**config.mk**
```make
export PLATFORM = sky130hd
export DESIGN_NAME = burst_replay_acc
export DESIGN_NICKNAME = d
export VERILOG_FILES = /design/src/rtl/burst_replay_acc.sv
export SDC_FILE = /design/constraint.sdc
export NUM_CORES = 1
export LEC_CHECK = 0
export CAP_MARGIN = 10
export CORE_MARGIN = 3
export CORE_UTILIZATION = 60
export DETAILED_ROUTE_END_ITERATION = 10
export DONT_BUFFER_PORTS = 1
export PLACE_DENSITY = 0.8
export SLEW_MARGIN = 20
export SYNTH_ARGS = -nofsm -noshare
export SYNTH_HDL_FRONTEND = slang
export SYNTH_SLANG_ARGS = --single-unit
```
**constraint.sdc**
```tcl
create_clock -name CLK -period 3.87 [get_ports CLK]
set_input_delay 0.774 -clock CLK [delete_from_list [all_inputs] [get_ports CLK]]
set_output_delay 0.774 -clock CLK [all_outputs]
set_load 0.1 [all_outputs]
```
**src/rtl/burst_replay_acc.sv**
```systemverilog
// -----------------------------------------------------------------------------
// burst_replay_acc
//
// Captures a burst of unsigned samples while IN_VALID is high, then replays
// the stored samples on OUT (forward or reverse) and ends with one reduction
// result (sum, max or min). The whole output train is count+1 consecutive
// OUT_VALID cycles.
//
// Parameters
//   DATA_W : sample width in bits
//   DEPTH  : maximum number of stored samples per burst (>= 1)
//   OUT_W  : output width, at least DATA_W + ceil(log2(DEPTH)) so that the
//            sum of a full burst never wraps
//
// Ports
//   CLK       in   clock, all state changes on the rising edge
//   RST       in   synchronous active-high reset
//   IN_VALID  in   one sample beat per cycle while high (contiguous burst)
//   INPUT     in   sample, valid when IN_VALID = 1
//   MODE      in   0 fwd+sum, 1 rev+sum, 2 fwd+max, 3 fwd+min (first beat only)
//   OUT       out  replayed sample (zero-extended) or reduction result
//   OUT_VALID out  high while OUT carries replay or result data
//   OVF       out  high on the result beat when the burst exceeded DEPTH
//   BUSY      out  high while collecting (READ) or replaying (OUTPUT)
// -----------------------------------------------------------------------------
module burst_replay_acc #(
  parameter int DATA_W = 3,
  parameter int DEPTH  = 8,
  parameter int OUT_W  = 6
) (
  input  logic              CLK,
  input  logic              RST,
  input  logic              IN_VALID,
  input  logic [DATA_W-1:0] INPUT,
  input  logic [1:0]        MODE,
  output logic [OUT_W-1:0]  OUT,
  output logic              OUT_VALID,
  output logic              OVF,
  output logic              BUSY
);

  // count must be able to hold DEPTH itself (saturated full burst)
  localparam int CNT_W = $clog2(DEPTH + 1);
  localparam int AW    = (DEPTH > 1) ? $clog2(DEPTH) : 1;

  localparam logic [1:0] MODE_FWD_SUM = 2'd0;
  localparam logic [1:0] MODE_REV_SUM = 2'd1;
  localparam logic [1:0] MODE_FWD_MAX = 2'd2;
  localparam logic [1:0] MODE_FWD_MIN = 2'd3;

  typedef enum logic [1:0] {
    S_IDLE   = 2'd0,
    S_READ   = 2'd1,
    S_OUTPUT = 2'd2
  } state_t;

  state_t             state_reg,     state_next;
  logic [CNT_W-1:0]   count_reg,     count_next;
  logic [CNT_W-1:0]   rep_reg,       rep_next;
  logic [1:0]         mode_reg,      mode_next;
  logic [OUT_W-1:0]   acc_reg,       acc_next;
  logic               ovf_flag_reg,  ovf_flag_next;
  logic [OUT_W-1:0]   out_reg,       out_next;
  logic               out_valid_reg, out_valid_next;
  logic               ovf_reg,       ovf_next;
  logic               busy_reg,      busy_next;

  // sample storage, intentionally not reset
  logic [DATA_W-1:0]  mem [DEPTH];
  logic               mem_wr_en;
  logic [AW-1:0]      mem_wr_addr;
  logic [AW-1:0]      mem_rd_addr;
  logic [DATA_W-1:0]  rd_data;
  logic [CNT_W-1:0]   rd_idx;
  logic [OUT_W-1:0]   sample_ext;

  assign sample_ext = OUT_W'(INPUT);

  // Running reduction step; both sum modes share the adder.
  function automatic logic [OUT_W-1:0] acc_update(
    input logic [1:0]       m,
    input logic [OUT_W-1:0] a,
    input logic [OUT_W-1:0] s
  );
    logic [OUT_W-1:0] r;
    case (m)
      MODE_FWD_MAX: r = (s > a) ? s : a;
      MODE_FWD_MIN: r = (s < a) ? s : a;
      default:      r = a + s;
    endcase
    return r;
  endfunction

  // Replay position k: the READ->OUTPUT edge emits k=0, each OUTPUT edge
  // emits k=rep_reg. Reverse mode walks from slot count-1 down to slot 0.
  always_comb begin
    rd_idx = (state_reg == S_OUTPUT) ? rep_reg : '0;
    if (mode_reg == MODE_REV_SUM) begin
      mem_rd_addr = AW'(count_reg - CNT_W'(1) - rd_idx);
    end else begin
      mem_rd_addr = AW'(rd_idx);
    end
  end

  assign rd_data = mem[mem_rd_addr];

  // Next-state and output logic
  always_comb begin
    state_next     = state_reg;
    count_next     = count_reg;
    rep_next       = rep_reg;
    mode_next      = mode_reg;
    acc_next       = acc_reg;
    ovf_flag_next  = ovf_flag_reg;
    out_next       = out_reg;
    out_valid_next = out_valid_reg;
    ovf_next       = 1'b0;
    mem_wr_en      = 1'b0;
    mem_wr_addr    = AW'(count_reg);

    case (state_reg)
      S_IDLE: begin
        out_next       = '0;
        out_valid_next = 1'b0;
        if (IN_VALID) begin
          mem_wr_en     = 1'b1;
          mem_wr_addr   = '0;
          count_next    = CNT_W'(1);
          mode_next     = MODE;
          acc_next      = sample_ext;
          ovf_flag_next = 1'b0;
          state_next    = S_READ;
        end
      end

      S_READ: begin
        if (IN_VALID) begin
          if (count_reg < CNT_W'(DEPTH)) begin
            mem_wr_en  = 1'b1;
            count_next = count_reg + CNT_W'(1);
            acc_next   = acc_update(mode_reg, acc_reg, sample_ext);
          end else begin
            // burst longer than storage: drop the beat, remember it
            ovf_flag_next = 1'b1;
          end
        end else begin
          state_next     = S_OUTPUT;
          out_next       = OUT_W'(rd_data);
          out_valid_next = 1'b1;
          rep_next       = CNT_W'(1);
        end
      end

      S_OUTPUT: begin
        out_valid_next = 1'b1;
        if (rep_reg < count_reg) begin
          out_next = OUT_W'(rd_data);
          rep_next = rep_reg + CNT_W'(1);
        end else begin
          // result beat; state is IDLE while it is on OUT so a new burst
          // can start on the very next edge
          out_next   = acc_reg;
          ovf_next   = ovf_flag_reg;
          state_next = S_IDLE;
        end
      end

      default: begin
        state_next = S_IDLE;
      end
    endcase

    busy_next = (state_next != S_IDLE);
  end

  // State register
  always_ff @(posedge CLK) begin
    if (RST) begin
      state_reg     <= S_IDLE;
      count_reg     <= '0;
      rep_reg       <= '0;
      mode_reg      <= MODE_FWD_SUM;
      acc_reg       <= '0;
      ovf_flag_reg  <= 1'b0;
      out_reg       <= '0;
      out_valid_reg <= 1'b0;
      ovf_reg       <= 1'b0;
      busy_reg      <= 1'b0;
    end else begin
      state_reg     <= state_next;
      count_reg     <= count_next;
      rep_reg       <= rep_next;
      mode_reg      <= mode_next;
      acc_reg       <= acc_next;
      ovf_flag_reg  <= ovf_flag_next;
      out_reg       <= out_next;
      out_valid_reg <= out_valid_next;
      ovf_reg       <= ovf_next;
      busy_reg      <= busy_next;
    end
  end

  // Storage write port
  always_ff @(posedge CLK) begin
    if (mem_wr_en && !RST) begin
      mem[mem_wr_addr] <= INPUT;
    end
  end

  assign OUT       = out_reg;
  assign OUT_VALID = out_valid_reg;
  assign OVF       = ovf_reg;
  assign BUSY      = busy_reg;

endmodule

```
==> results.md, run 1 <==
| Group | Parameter | This run |
| --- | --- | --- |
| power and ir drop | Switch share | 29.5% |
| logic synthesis | Share of Yosys cell area claimed by the top area cell type | 26.1% |
| global routing | Antenna violations before repair | 0 |
| critical path | Slowest cell on the critical path | xnor2_1 |
| floorplan | Total number of placement rows | 24 |
| floorplan | Initial core utilization | 62.6% |
| sta | Worst-case hold slack | 0.501 ns |
| clock tree | Clock buffers created by TritonCTS | 5 |
| power and ir drop | Leakage power | 1.07 nW |
| route | 1st-pass router iterations | 4 |
| critical path | Depth of the most critical reg-to-reg path | 11 |
| critical path | CP cell instances | inv_1 -> ha_1 -> nand2_1 -> ha_1 -> fa_1 -> xor2_1 -> nor2_1 -> xnor2_1 -> mux2_2 -> o21ai_0 -> o21ai_0 |
| critical path | Critical Path RT | 4.07 ns |
| power and ir drop | Gate power share | 14.6% |
| min path | Classification of the worst-slack hold path | reg2reg |
| route | Antenna Nets Post-Route | 0 |
| placement | HPWL reported at the end of detailed placement | 4220 um |
| power and ir drop | Worst VDD drop | 0.293 mV |
| sta | Number of endpoints failing setup at the final stage | 0 |
| final layout | Layout cell share with drive strength beyond 1 | 5.71% |
| flow run | Number of violations of the max-capacitance limit | 0 |
| power and ir drop | Net switching power of the design | 329 uW |
| logic synthesis | Main area contributors after synthesis | edfxtp_1 26%, dfxtp_1 20%, ha_1 7.2% |
| logic synthesis | Post-synthesis compound-gate area fraction | 17.6% |
| global routing | Via count of the first global-routing pass | 1992 |
| logic synthesis | Post-synthesis adder-cell area fraction | 8.70% |
| logic synthesis | Cell type contributing the most total cell area after synthesis | edfxtp_1 |
| clock tree | Clock Sinks | 52 |
| sta | Slew HR | 32.6% |
| min path | Cell depth of the worst min-delay path | 1 |
| final layout | Antenna cell count | 0 |
| route | Wire per inst | 17.1 um |
| global routing | Global-route wire length before repair | 9460 um |
| floorplan | Number of ports placed on the die boundary | 17 |
| global routing | Global Route Usage Sum | 23.0% |
| floorplan | Area of the die | 0.00545 sq mm |
| sta | Final hold vios | 0 |
| logic synthesis | Number of warning messages in the yosys log | 0 |
| logic synthesis | Number of flops mapped to enable cells by yosys | 24 |
| clock tree | H-tree depth reported by CTS | 2 |
| power and ir drop | Sequential share of power | 56.8% |
| final layout | Total number of nets in the final design | 305 |
| logic synthesis | Total nets after synthesis | 307 |
| floorplan | Placeable core region | 0.00441 sq mm |
| logic synthesis | Main flop type after synthesis | dfxtp_1 |
| clock tree | CTS tree | yes |
| route | Count of vias placed by the detailed router | 2092 |
| logic synthesis | Post-synthesis register bit count | 52 |
| sta | Count of final max-slew check failures | 0 |
| sta | Transition time of the tightest slew-check pin | 1.01 ns |
| route | First-iteration detailed-routing DRC count | 131 |
| route | Total Routed Length | 5680 um |
| floorplan | Die width | 73.9 um |
| status | Status | complete, no violations |
| logic synthesis | Fraction of registers with async set or reset after synthesis | 0% |
| power and ir drop | Clock power share | 28.6% |
| placement | Port Buf Inserts | 0 |
| power and ir drop | Internal power | 787 uW |
| sta | Final worst clock skew | 0.00518 ns |
| floorplan | Vert. Die Dim | 73.9 um |
| logic synthesis | XOR/XNOR Fraction of Synth Area | 1.59% |
| critical path | Worst path arrival time | 3.38 ns |
| clock tree | Root cell of the clock tree | clkbuf_8 |
| logic synthesis | Distinct cell type count of the synthesized netlist | 45 |
| clock tree | Clock-pin slew on the worst setup and hold paths | 0.10 ns |
| sta | Aggregate negative setup slack | 0 ns |
| critical path | Type of the worst setup path | reg2reg |
| route | Total DRC errors in the routed layout | 0 |
| global routing | GRT overflow | 0 |
| logic synthesis | Simple-gate area share of the yosys netlist | 15.7% |
| power and ir drop | PwrDens | 387 mW/mm^2 |
| clock tree | Clock latency reported for the late side of the worst-skew pair | 0.31 ns |
| logic synthesis | Cell area after synthesis | 0.00276 sq mm |
| logic synthesis | Dominant combinational cell family by area after synthesis | compound AO/OA/AOI/OAI gates |
| logic synthesis | Mux contribution to synthesized area | 6.75% |
| critical path | Startpoint type of the worst setup path | flip-flop |
| final layout | Max FFs per register | 24 |
| sta | Post-layout minimum cycle time | 3.17 ns |
| sta | Fmax | 315 MHz |
| global routing | Maximum number of pins on one net before global-route repair | 26 |
| logic synthesis | Share of synthesized area occupied by flip-flops and latches | 46.4% |
| critical path | Maximum fanout encountered on the critical timing path | 11 |
| critical path | CP peak stage delay | 0.50 ns |
| logic synthesis | Mean post-synth cell area | 9.83 sq um |
| final layout | Area overhead of the layout relative to synthesis | 4.30% |
| clock tree | Longest Clk Path Bufs | 2 |
| clock tree | Hold buffer count at cts | 0 |
| placement | Weighted congestion at the end of routability-driven global placement | 0.916 |
| clock tree | Number of gates given a new drive strength after cts | 0 |
| clock tree | Number of post-CTS setup repair buffers | 0 |
| sta | RSZ-0062 raised after global routing | false |
| logic synthesis | Syn Inst Count | 281 |
| sta | Crit share post-route | 82.0% |
| critical path | Critical path endpoint category | flip-flop |
| route | Via count normalized by instance count | 6.30 |
synthesized netlist by cell type (2+ instances only):
cell and n:
dfxtp_1 28, edfxtp_1 24, o21ai_0 24, nand2_1 21
nor2_1 21, a21oi_1 19, ha_1 16, inv_1 14
mux2i_1 13, nand3_1 11, nor2b_1 8, o21a_1 7
a22oi_1 6, nand2b_1 6, nor3_1 6, clkbuf_1 5
mux2_2 5, a31oi_1 4, and2_1 3, buf_2 3
xor2_1 3, a211o_1 2, a221oi_1 2, a311oi_1 2
a32oi_1 2, fa_1 2, nand4_1 2, nor3b_1 2
o31ai_1 2, or3_1 2, xnor2_1 2
per-layer routing:
layer / routed length [um] / share of wire, % / vias to the layer above / GRT usage [%]
met1: 2460 / 43 / 1010 / 30.5
met4: 85 / 1.5 / 0 / 8.25
li1: - / - / 1020 / -
met3: 378 / 6.7 / 8 / 4.92
met2: 2750 / 48 / 54 / 37.1
met5: 0 / 0 / - / 0
critical path: cells and delay by family (launching register included):
kind	cells	cell delay [ns]
fa+ha+maj	3	0.97
compound gates	2	0.24
mux	1	0.41
flops	1	0.36
xor+xnor	2	0.74
simple gates	2	0.26
buf+inv	1	0.09
layout make-up:
| type | count | area (sq um) |
|---|---|---|
| multi-input combinational | 206 | 1390 |
| sequential | 52 | 1280 |
| clock buffer | 5 | 68.8 |
| fill | 373 | 1530 |
| tap | 52 | 65.1 |
| clock inverter | 3 | 22.5 |
| inverter | 14 | 52.6 |
layout by cell type, fill, tap and decap left out, types with 7 or more instances in the layout:
master / n
edfxtp_1: 24
o21ai_0: 24
nor2b_1: 8
nand2_1: 21
nand3_1: 11
mux2i_1: 13
dfxtp_1: 28
inv_1: 14
ha_1: 16
nor2_1: 21
o21a_1: 7
a21oi_1: 19
power groups by stage:
stage          clock network, mW  logic, mW  registers [mW]
2_1_floorplan                  0      0.136           0.641
3_3_place_gp                   0      0.157           0.646
3_5_place_dp                   0      0.162           0.647
4_1_cts                    0.323      0.162           0.634
5_1_grt                    0.347      0.184           0.637
6_report                   0.319      0.164           0.634
cell families after synthesis:
family / after synthesis
flops: 52
mux: 18
simple gates: 88
compound gates: 77
xor+xnor: 5
buf+inv: 23
fa+ha+maj: 18
stage by stage:
| stage | cells | area, sq um | setup slack [ns] | utilization [%] | power, mW |
|---|---|---|---|---|---|
| 2_1_floorplan | 281 | 2760 | 1.15 | - | 0.777 |
| 3_3_place_gp | 324 | 2790 | 0.950 | 63.2 | 0.803 |
| 3_5_place_dp | 324 | 2790 | 0.770 | 63.2 | 0.808 |
| 4_1_cts | 332 | 2880 | 0.740 | 65.3 | 1.12 |
| 5_1_grt | 332 | 2880 | 0.406 | 65.3 | 1.17 |
| 6_report | 332 | 2880 | 0.696 | 65.3 | 1.12 |
final timing paths:
path                startpoint     end  slack, ns
setup / recovery  state_reg[0]  OUT[0]       0.70
hold / removal    ovf_flag_reg     OVF       0.50
setup reg to reg  state_reg[0]  OUT[0]       0.70
hold reg to reg   ovf_flag_reg     OVF       0.50
(Power assumes the default switching activity.)
==> run 2, diff against run 1 <==
==> constraint.sdc (replaced) <==
create_clock -name CLK -period 3.2 [get_ports CLK]
set_input_delay 0.64 -clock CLK [delete_from_list [all_inputs] [get_ports CLK]]
set_output_delay 0.64 -clock CLK [all_outputs]
set_load 0.1 [all_outputs]
==> run 2 against run 1 <==
Clock power rose by 19%. Core utilization rose by 0.45 points. Non-clock buffer count rose by 2. Critical path type unchanged. Largest power group unchanged. Highest routed layer unchanged.
==> results.md, run 2 (synthesis results as in run 1) <==
| Group | Parameter | This run | vs previous |
| --- | --- | --- | --- |
| power and ir drop | PwrDens | 465 mW/mm^2 | +20% |
| critical path | Kind of cell with the highest combined delay on the critical path | adder cells |  |
| critical path | CP peak stage delay | 0.38 ns | -0.12 ns |
| critical path | CP cell instances | inv_1 -> ha_1 -> nand2_1 -> ha_1 -> fa_1 -> xor2_1 -> nor2_1 -> xnor2_2 -> mux2_2 -> o21ai_0 -> o21ai_0 |  |
| sta | Transition time of the tightest slew-check pin | 1.02 ns | +0.00692 ns |
| critical path | Critical register-to-register path endpoint | OUT[0] |  |
| sta | RSZ-0062 raised after global routing | false |  |
| sta | Final hold vios | 0 | unchanged |
| route | 1st-pass router iterations | 4 | unchanged |
| power and ir drop | Clock power share | 28.3% | -0.3 points |
| min path | Hold Path End | rep_reg[3] |  |
| placement | Port Buf Inserts | 0 | unchanged |
| power and ir drop | Overall power after layout | 1.35 mW | +21% |
| critical path | Worst reg2reg setup slack | 0.35 ns | -0.34 ns |
| global routing | Via count of the first global-routing pass | 1905 | -4.4% |
| final layout | Post-Layout Cell Count | 334 | +0.60% |
| global routing | Global-route wire length before repair | 9400 um | -0.58% |
| critical path | Worst path arrival time | 3.05 ns | -0.33 ns |
| placement | Placed standard-cell area | 0.00281 sq mm | +0.54% |
| clock tree | Hold buffer count at cts | 0 | unchanged |
| clock tree | CTS tree | yes |  |
| sta | Number of endpoints failing setup at the final stage | 0 | unchanged |
| power and ir drop | Gate power share | 15.0% | +0.4 points |
| clock tree | Clock latency reported for the late side of the worst-skew pair | 0.31 ns | about the same |
| clock tree | Clock-pin slew on the worst setup and hold paths | 0.10 ns | about the same |
| flow run | Number of violations of the max-capacitance limit | 0 | unchanged |
| global routing | Global Route Usage Sum | 22.5% | -0.52 points |
| min path | Classification of the worst-slack hold path | in2reg |  |
| sta | Post-layout minimum cycle time | 2.85 ns | -0.328 ns |
| critical path | Critical Path RT | 3.40 ns | -0.67 ns |
| critical path | Startpoint type of the worst setup path | flip-flop |  |
| critical path | Type of the worst setup path | reg2reg |  |
| power and ir drop | Worst VDD drop | 0.323 mV | +10% |
| sta | Fmax | 351 MHz | +12% |
| final layout | Total number of nets in the final design | 307 | +0.66% |
| critical path | Depth of the most critical reg-to-reg path | 11 | unchanged |
| route | Count of vias placed by the detailed router | 2067 | -1.2% |
| floorplan | Vert. Die Dim | 73.9 um | unchanged |
| global routing | GRT overflow | 0 | unchanged |
| floorplan | Total number of placement rows | 24 | unchanged |
| route | Wire per inst | 17.0 um | -0.32% |
| clock tree | Root cell of the clock tree | clkbuf_8 |  |
| floorplan | Area of the die | 0.00545 sq mm | unchanged |
| critical path | Number of cells on the critical path | 11 | unchanged |
| status | Status | complete, no violations |  |
| sta | Crit share post-route | 88.9% | +6.9 points |
| route | Via count normalized by instance count | 6.19 | -1.8% |
| route | First-iteration detailed-routing DRC count | 173 | +32% |
| final layout | Max FFs per register | 24 | unchanged |
| final layout | Leading cell types in the layout, fill and taps excluded | 28 x dfxtp_1, 24 x o21ai_0, 24 x edfxtp_1, 21 x nand2_1, 21 x nor2_1 |  |
| power and ir drop | Net switching power of the design | 396 uW | +20% |
| floorplan | Number of ports placed on the die boundary | 17 | unchanged |
| power and ir drop | Internal power | 954 uW | +21% |
| clock tree | Longest Clk Path Bufs | 2 | unchanged |
| floorplan | Die width | 73.9 um | unchanged |
| clock tree | Clock buffers created by TritonCTS | 5 | unchanged |
| clock tree | H-tree depth reported by CTS | 2 | unchanged |
| final layout | Commonest non-fill, non-tap cell in the layout | dfxtp_1 |  |
| sta | Slew HR | 32.2% | -0.46 points |
| route | Total DRC errors in the routed layout | 0 | unchanged |
| final layout | Final standard cell area without fillers | 0.00290 sq mm | +0.69% |
| sta | Final worst clock skew | 0.00963 ns | +0.00445 ns |
| global routing | Maximum number of pins on one net before global-route repair | 26 | unchanged |
| critical path | Critical path endpoint category | flip-flop |  |
| floorplan | Initial core utilization | 62.6% | unchanged |
| critical path | Maximum fanout encountered on the critical timing path | 5 | -6 |
| sta | Count of final max-slew check failures | 0 | unchanged |
| global routing | Antenna violations before repair | 0 | unchanged |
| power and ir drop | Leakage power | 1.08 nW | +1.1% |
| floorplan | Placeable core region | 0.00441 sq mm | unchanged |
| min path | Cell depth of the worst min-delay path | 1 | unchanged |
| final layout | Area overhead of the layout relative to synthesis | 5.03% |  |
| critical path | CP Buf/Inv Count | 1 | unchanged |
| placement | Weighted congestion at the end of routability-driven global placement | 0.950 | +3.6% |
| route | Antenna Nets Post-Route | 0 | unchanged |
| final layout | Fin util | 65.7% | +0.45 points |
| sta | Aggregate negative setup slack | 0 ns | unchanged |
| placement | Number of instances in the placed design | 326 | +0.62% |
| min path | Hold Startpoint | RST |  |
| power and ir drop | Switch share | 29.3% | -0.16 points |
| final layout | Antenna cell count | 0 | unchanged |
| route | Total Routed Length | 5690 um | +0.28% |
| critical path | Startpoint of the most critical register-to-register path | state_reg[0] |  |
| placement | HPWL reported at the end of detailed placement | 4250 um | +0.72% |
| critical path | Slowest cell on the critical path | mux2_2 |  |
| clock tree | Clock Sinks | 52 | unchanged |
| final layout | Layout cell share with drive strength beyond 1 | 6.38% | +0.67 points |
| power and ir drop | Sequential share of power | 56.8% | about the same |
-- run 2: changes by cell type in the layout (fill, tap and decap cells not counted), sizes merged --
cell      change
inv           -1
clkinvlp      +1
clkinv        -1
clkbuf        +1
buf           +2
-- run 2: layout make-up --
class                   count  area (sq um)
clock buffers               6          72.6
clock inverters             2          16.3
fillers                   350          1510
inverters                  14          52.6
multi-input cells         206          1400
flip-flops and latches     52          1280
well taps                  52          65.1
repair buffers              2          15.0
-- run 2: worst max-delay path by stage --
stage                       startpoint  endpoint
after floorplan           state_reg[0]    OUT[0]
after global placement    state_reg[0]    OUT[1]
after detailed placement  state_reg[0]    OUT[1]
after CTS                 state_reg[0]    OUT[1]
after global routing      state_reg[0]    OUT[0]
final                     state_reg[0]    OUT[0]
-- run 2: layer usage --
layer	part of all wire, %	vias to the layer above	global-route usage, %
li1	-	1027	-
met1	46	999	31.4
met2	49	36	36.2
met3	4.4	5	4.24
met4	0.90	0	5.43
met5	0	-	0
-- run 2: timing repair --
action / in CTS / in global routing
endpoints found under the setup margin: 0 / 2
hold endpoints to repair: 0 / 0
gates resized for setup: 0 / 1
setup buffers: 0 / 0
-- run 2: power groups by stage --
stage | combinational, mW | sequential, mW | clock (mW)
6_report | 0.202 | 0.766 | 0.381
5_1_grt | 0.228 | 0.770 | 0.414
4_1_cts | 0.199 | 0.767 | 0.386
3_5_place_dp | 0.198 | 0.782 | 0
3_3_place_gp | 0.193 | 0.781 | 0
2_1_floorplan | 0.164 | 0.775 | 0
-- run 2: metrics by stage --
step | hold slack (ns) | setup WS, ns
6_report | 0.375 | 0.354
5_1_grt | 0.370 | 0.142
4_1_cts | 0.378 | 0.237
3_5_place_dp | 0.479 | 0.274
3_3_place_gp | 0.487 | 0.402
2_1_floorplan | 0.471 | 0.476
==> run 3, diff against run 2 <==
--- a/config.mk
+++ b/config.mk
@@ -15,3 +15,4 @@
 export SYNTH_ARGS = -nofsm -noshare
 export SYNTH_HDL_FRONTEND = slang
 export SYNTH_SLANG_ARGS = --single-unit
+export TNS_END_PERCENT = 30
==> constraint.sdc (replaced) <==
create_clock -name CLK -period 2.85 [get_ports CLK]
set_input_delay 0.57 -clock CLK [delete_from_list [all_inputs] [get_ports CLK]]
set_output_delay 0.57 -clock CLK [all_outputs]
set_load 0.1 [all_outputs]
==> run 3 against run 2 <==
Non-clock buffer count grew 5. Global-route usage rose by 0.31 points. Design area rose by 1.8%. Routed wire length up 2.1%. First-iteration DRC count is 17% lower. Die area stayed put. Via count grew 2.5%. Critical endpoint unchanged.
==> results.md, run 3 (synthesis results as in run 1) <==
| Group | Parameter | This run | vs previous |
| --- | --- | --- | --- |
| power and ir drop | Worst VDD drop | 0.323 mV | +0.15% |
| sta | Final hold vios | 0 | unchanged |
| global routing | Global Route Usage Sum | 22.8% | +0.31 points |
| min path | Cell depth of the worst min-delay path | 1 | unchanged |
| critical path | Worst path arrival time | 2.95 ns | -0.10 ns |
| clock tree | Longest Clk Path Bufs | 2 | unchanged |
| critical path | Startpoint of the most critical register-to-register path | state_reg[0] |  |
| min path | Hold Path End | rep_reg[3] |  |
| final layout | Max FFs per register | 24 | unchanged |
| power and ir drop | Gate power share | 15.6% | +0.6 points |
| route | Total DRC errors in the routed layout | 0 | unchanged |
| power and ir drop | Leakage power | 1.11 nW | +2.4% |
| clock tree | Clock latency reported for the late side of the worst-skew pair | 0.31 ns | about the same |
| placement | HPWL reported at the end of detailed placement | 4180 um | -1.7% |
| critical path | CP peak stage delay | 0.40 ns | +0.02 ns |
| critical path | Depth of the most critical reg-to-reg path | 11 | unchanged |
| route | 1st-pass router iterations | 4 | unchanged |
| global routing | Maximum number of pins on one net before global-route repair | 26 | unchanged |
| power and ir drop | Switch share | 28.9% | -0.47 points |
| critical path | Worst reg2reg setup slack | 0.08 ns | -0.28 ns |
| critical path | CP Buf/Inv Count | 1 | unchanged |
| global routing | Via count of the first global-routing pass | 2025 | +6.3% |
| final layout | Fin util | 66.9% | +1.2 points |
| clock tree | Clock Sinks | 52 | unchanged |
| critical path | CP cell instances | inv_1 -> ha_2 -> nand2_1 -> ha_1 -> fa_1 -> xor2_2 -> nor2_2 -> xnor2_2 -> mux2_2 -> o21ai_0 -> o21ai_0 |  |
| critical path | Startpoint type of the worst setup path | flip-flop |  |
| floorplan | Number of ports placed on the die boundary | 17 | unchanged |
| final layout | Antenna cell count | 0 | unchanged |
| clock tree | Clock buffers created by TritonCTS | 5 | unchanged |
| min path | Hold Startpoint | RST |  |
| final layout | Leading cell types in the layout, fill and taps excluded | 27 x dfxtp_1, 24 x edfxtp_1, 22 x o21ai_0, 21 x nand2_1, 20 x nor2_1 |  |
| critical path | Worst path most repeated cell | o21ai_0 |  |
| floorplan | Vert. Die Dim | 73.9 um | unchanged |
| placement | Weighted congestion at the end of routability-driven global placement | 0.906 | -4.6% |
| sta | Final worst clock skew | 0.00679 ns | -0.00284 ns |
| final layout | Area overhead of the layout relative to synthesis | 6.88% |  |
| critical path | Critical path endpoint category | flip-flop |  |
| route | Antenna Nets Post-Route | 0 | unchanged |
| route | First-iteration detailed-routing DRC count | 144 | -17% |
| global routing | Antenna violations before repair | 0 | unchanged |
| sta | Count of final max-slew check failures | 0 | unchanged |
| final layout | Total number of nets in the final design | 312 | +1.6% |
| placement | Port Buf Inserts | 0 | unchanged |
| floorplan | Initial core utilization | 62.6% | unchanged |
| final layout | Layout cell share with drive strength beyond 1 | 9.41% | +3.0 points |
| sta | Setup slack of the critical path after layout | 0.0781 ns | -0.276 ns |
| clock tree | Hold buffer count at cts | 0 | unchanged |
| floorplan | Die width | 73.9 um | unchanged |
| clock tree | Clock-pin slew on the worst setup and hold paths | 0.09 ns | about the same |
| sta | Crit share post-route | 97.3% | +8.3 points |
| power and ir drop | PwrDens | 513 mW/mm^2 | +10% |
| global routing | Grt met3 use | 4.51% | +0.27 points |
| global routing | Met1 layer usage reported by global route | 30.8% | -0.55 points |
| global routing | Global-route wire length before repair | 9470 um | +0.66% |
| final layout | Commonest non-fill, non-tap cell in the layout | dfxtp_1 |  |
| route | Count of vias placed by the detailed router | 2119 | +2.5% |
| sta | Fmax | 361 MHz | +2.7% |
| power and ir drop | Internal power | 1.08 mW | +13% |
| power and ir drop | Net switching power of the design | 437 uW | +10% |
| global routing | Busiest layer in global routing | met2 |  |
| placement | Pre-CTS setup slack | -0.0467 ns | -0.321 ns |
| sta | Transition time of the tightest slew-check pin | 1.01 ns | -0.00380 ns |
| route | Total Routed Length | 5810 um | +2.1% |
| critical path | Critical register-to-register path endpoint | OUT[0] |  |
| floorplan | Area of the die | 0.00545 sq mm | unchanged |
| route | Wire per inst | 17.2 um | +0.62% |
| sta | Worst-case hold slack | 0.313 ns | -0.0627 ns |
| min path | Classification of the worst-slack hold path | in2reg |  |
| critical path | Type of the worst setup path | reg2reg |  |
| route | Via count normalized by instance count | 6.25 | +1.0% |
| critical path | Maximum fanout encountered on the critical timing path | 5 | unchanged |
| power and ir drop | Sequential share of power | 56.9% | about the same |
| global routing | GRT overflow | 0 | unchanged |
| clock tree | Root cell of the clock tree | clkbuf_8 |  |
| critical path | Kind of cell with the highest combined delay on the critical path | adder cells |  |
| power and ir drop | Clock power share | 27.5% | -0.8 points |
| floorplan | Placeable core region | 0.00441 sq mm | unchanged |
| sta | Number of endpoints failing setup at the final stage | 0 | unchanged |
| clock tree | H-tree depth reported by CTS | 2 | unchanged |
| floorplan | Total number of placement rows | 24 | unchanged |
| global routing | Met2 GRT Util | 35.8% | -0.39 points |
| critical path | Slowest cell on the critical path | fa_1 |  |
| status | Status | complete, no violations |  |
| critical path | Critical Path RT | 3.03 ns | -0.37 ns |
| sta | Slew HR | 32.4% | +0.25 points |
| clock tree | CTS tree | yes |  |
| sta | Aggregate negative setup slack | 0 ns | unchanged |
| sta | Post-layout minimum cycle time | 2.77 ns | -0.0738 ns |
| flow run | Number of violations of the max-capacitance limit | 0 | unchanged |
==> run 3: final cells by class <==
| class | count | area (sq um) |
|---|---|---|
| clock inverter | 2 | 16.3 |
| multi-input combinational | 206 | 1410 |
| fill | 347 | 1460 |
| clock buffer | 6 | 72.6 |
| inverter | 14 | 52.6 |
| tap | 52 | 65.1 |
| timing repair buffer | 7 | 52.6 |
| sequential | 52 | 1280 |
==> run 3: worst reg2reg max path, cell delays in order (launching register included) <==
cell	delay [ns]
dfxtp_2	0.35
inv_1	0.09
ha_2	0.20
nand2_1	0.09
ha_1	0.22
fa_1	0.40
xor2_2	0.21
nor2_2	0.09
xnor2_2	0.33
mux2_2	0.38
o21ai_0	0.16
o21ai_0	0.12
==> run 3: worst max path at each step <==
stage                 start     end  slack, ns  cells after the start
6_report       state_reg[0]  OUT[0]       0.08                     11
5_1_grt        state_reg[0]  OUT[0]      -0.05                     11
4_1_cts        state_reg[0]  OUT[0]       0.07                     11
3_5_place_dp   state_reg[0]  OUT[0]      -0.05                     11
3_3_place_gp   state_reg[0]  OUT[1]       0.11                     11
2_1_floorplan  state_reg[0]  OUT[0]       0.13                     12
==> run 3: power groups by stage <==
stage                     clock network, mW  logic (mW)  registers [mW]
final                                 0.416       0.236           0.861
after global routing                  0.455       0.266           0.865
after CTS                             0.429       0.226           0.861
after detailed placement                  0       0.223           0.878
after global placement                    0       0.219           0.877
after floorplan                           0       0.185           0.870
==> run 3: metal layers <==
layer,share of wire (%),wire length [um],up-vias
li1,-,-,1036
met1,45,2630,1022
met2,48,2790,45
met3,4.4,253,16
met4,2.5,148,0
met5,0,0,-
==> run 3: what timing repair did <==
| action | CTS | global route |
|---|---|---|
| setup buffers | 0 | 2 |
| resized for setup | 1 | 6 |
| setup endpoints to repair | 2 | 2 |
| pin swaps | 0 | 1 |
==> run 3: stage by stage <==
step | power (mW) | instance area (sq um) | std cells
2_1_floorplan | 1.05 | 2760 | 281
3_3_place_gp | 1.10 | 2830 | 329
3_5_place_dp | 1.10 | 2830 | 329
4_1_cts | 1.52 | 2920 | 337
5_1_grt | 1.59 | 2950 | 339
6_report | 1.51 | 2950 | 339
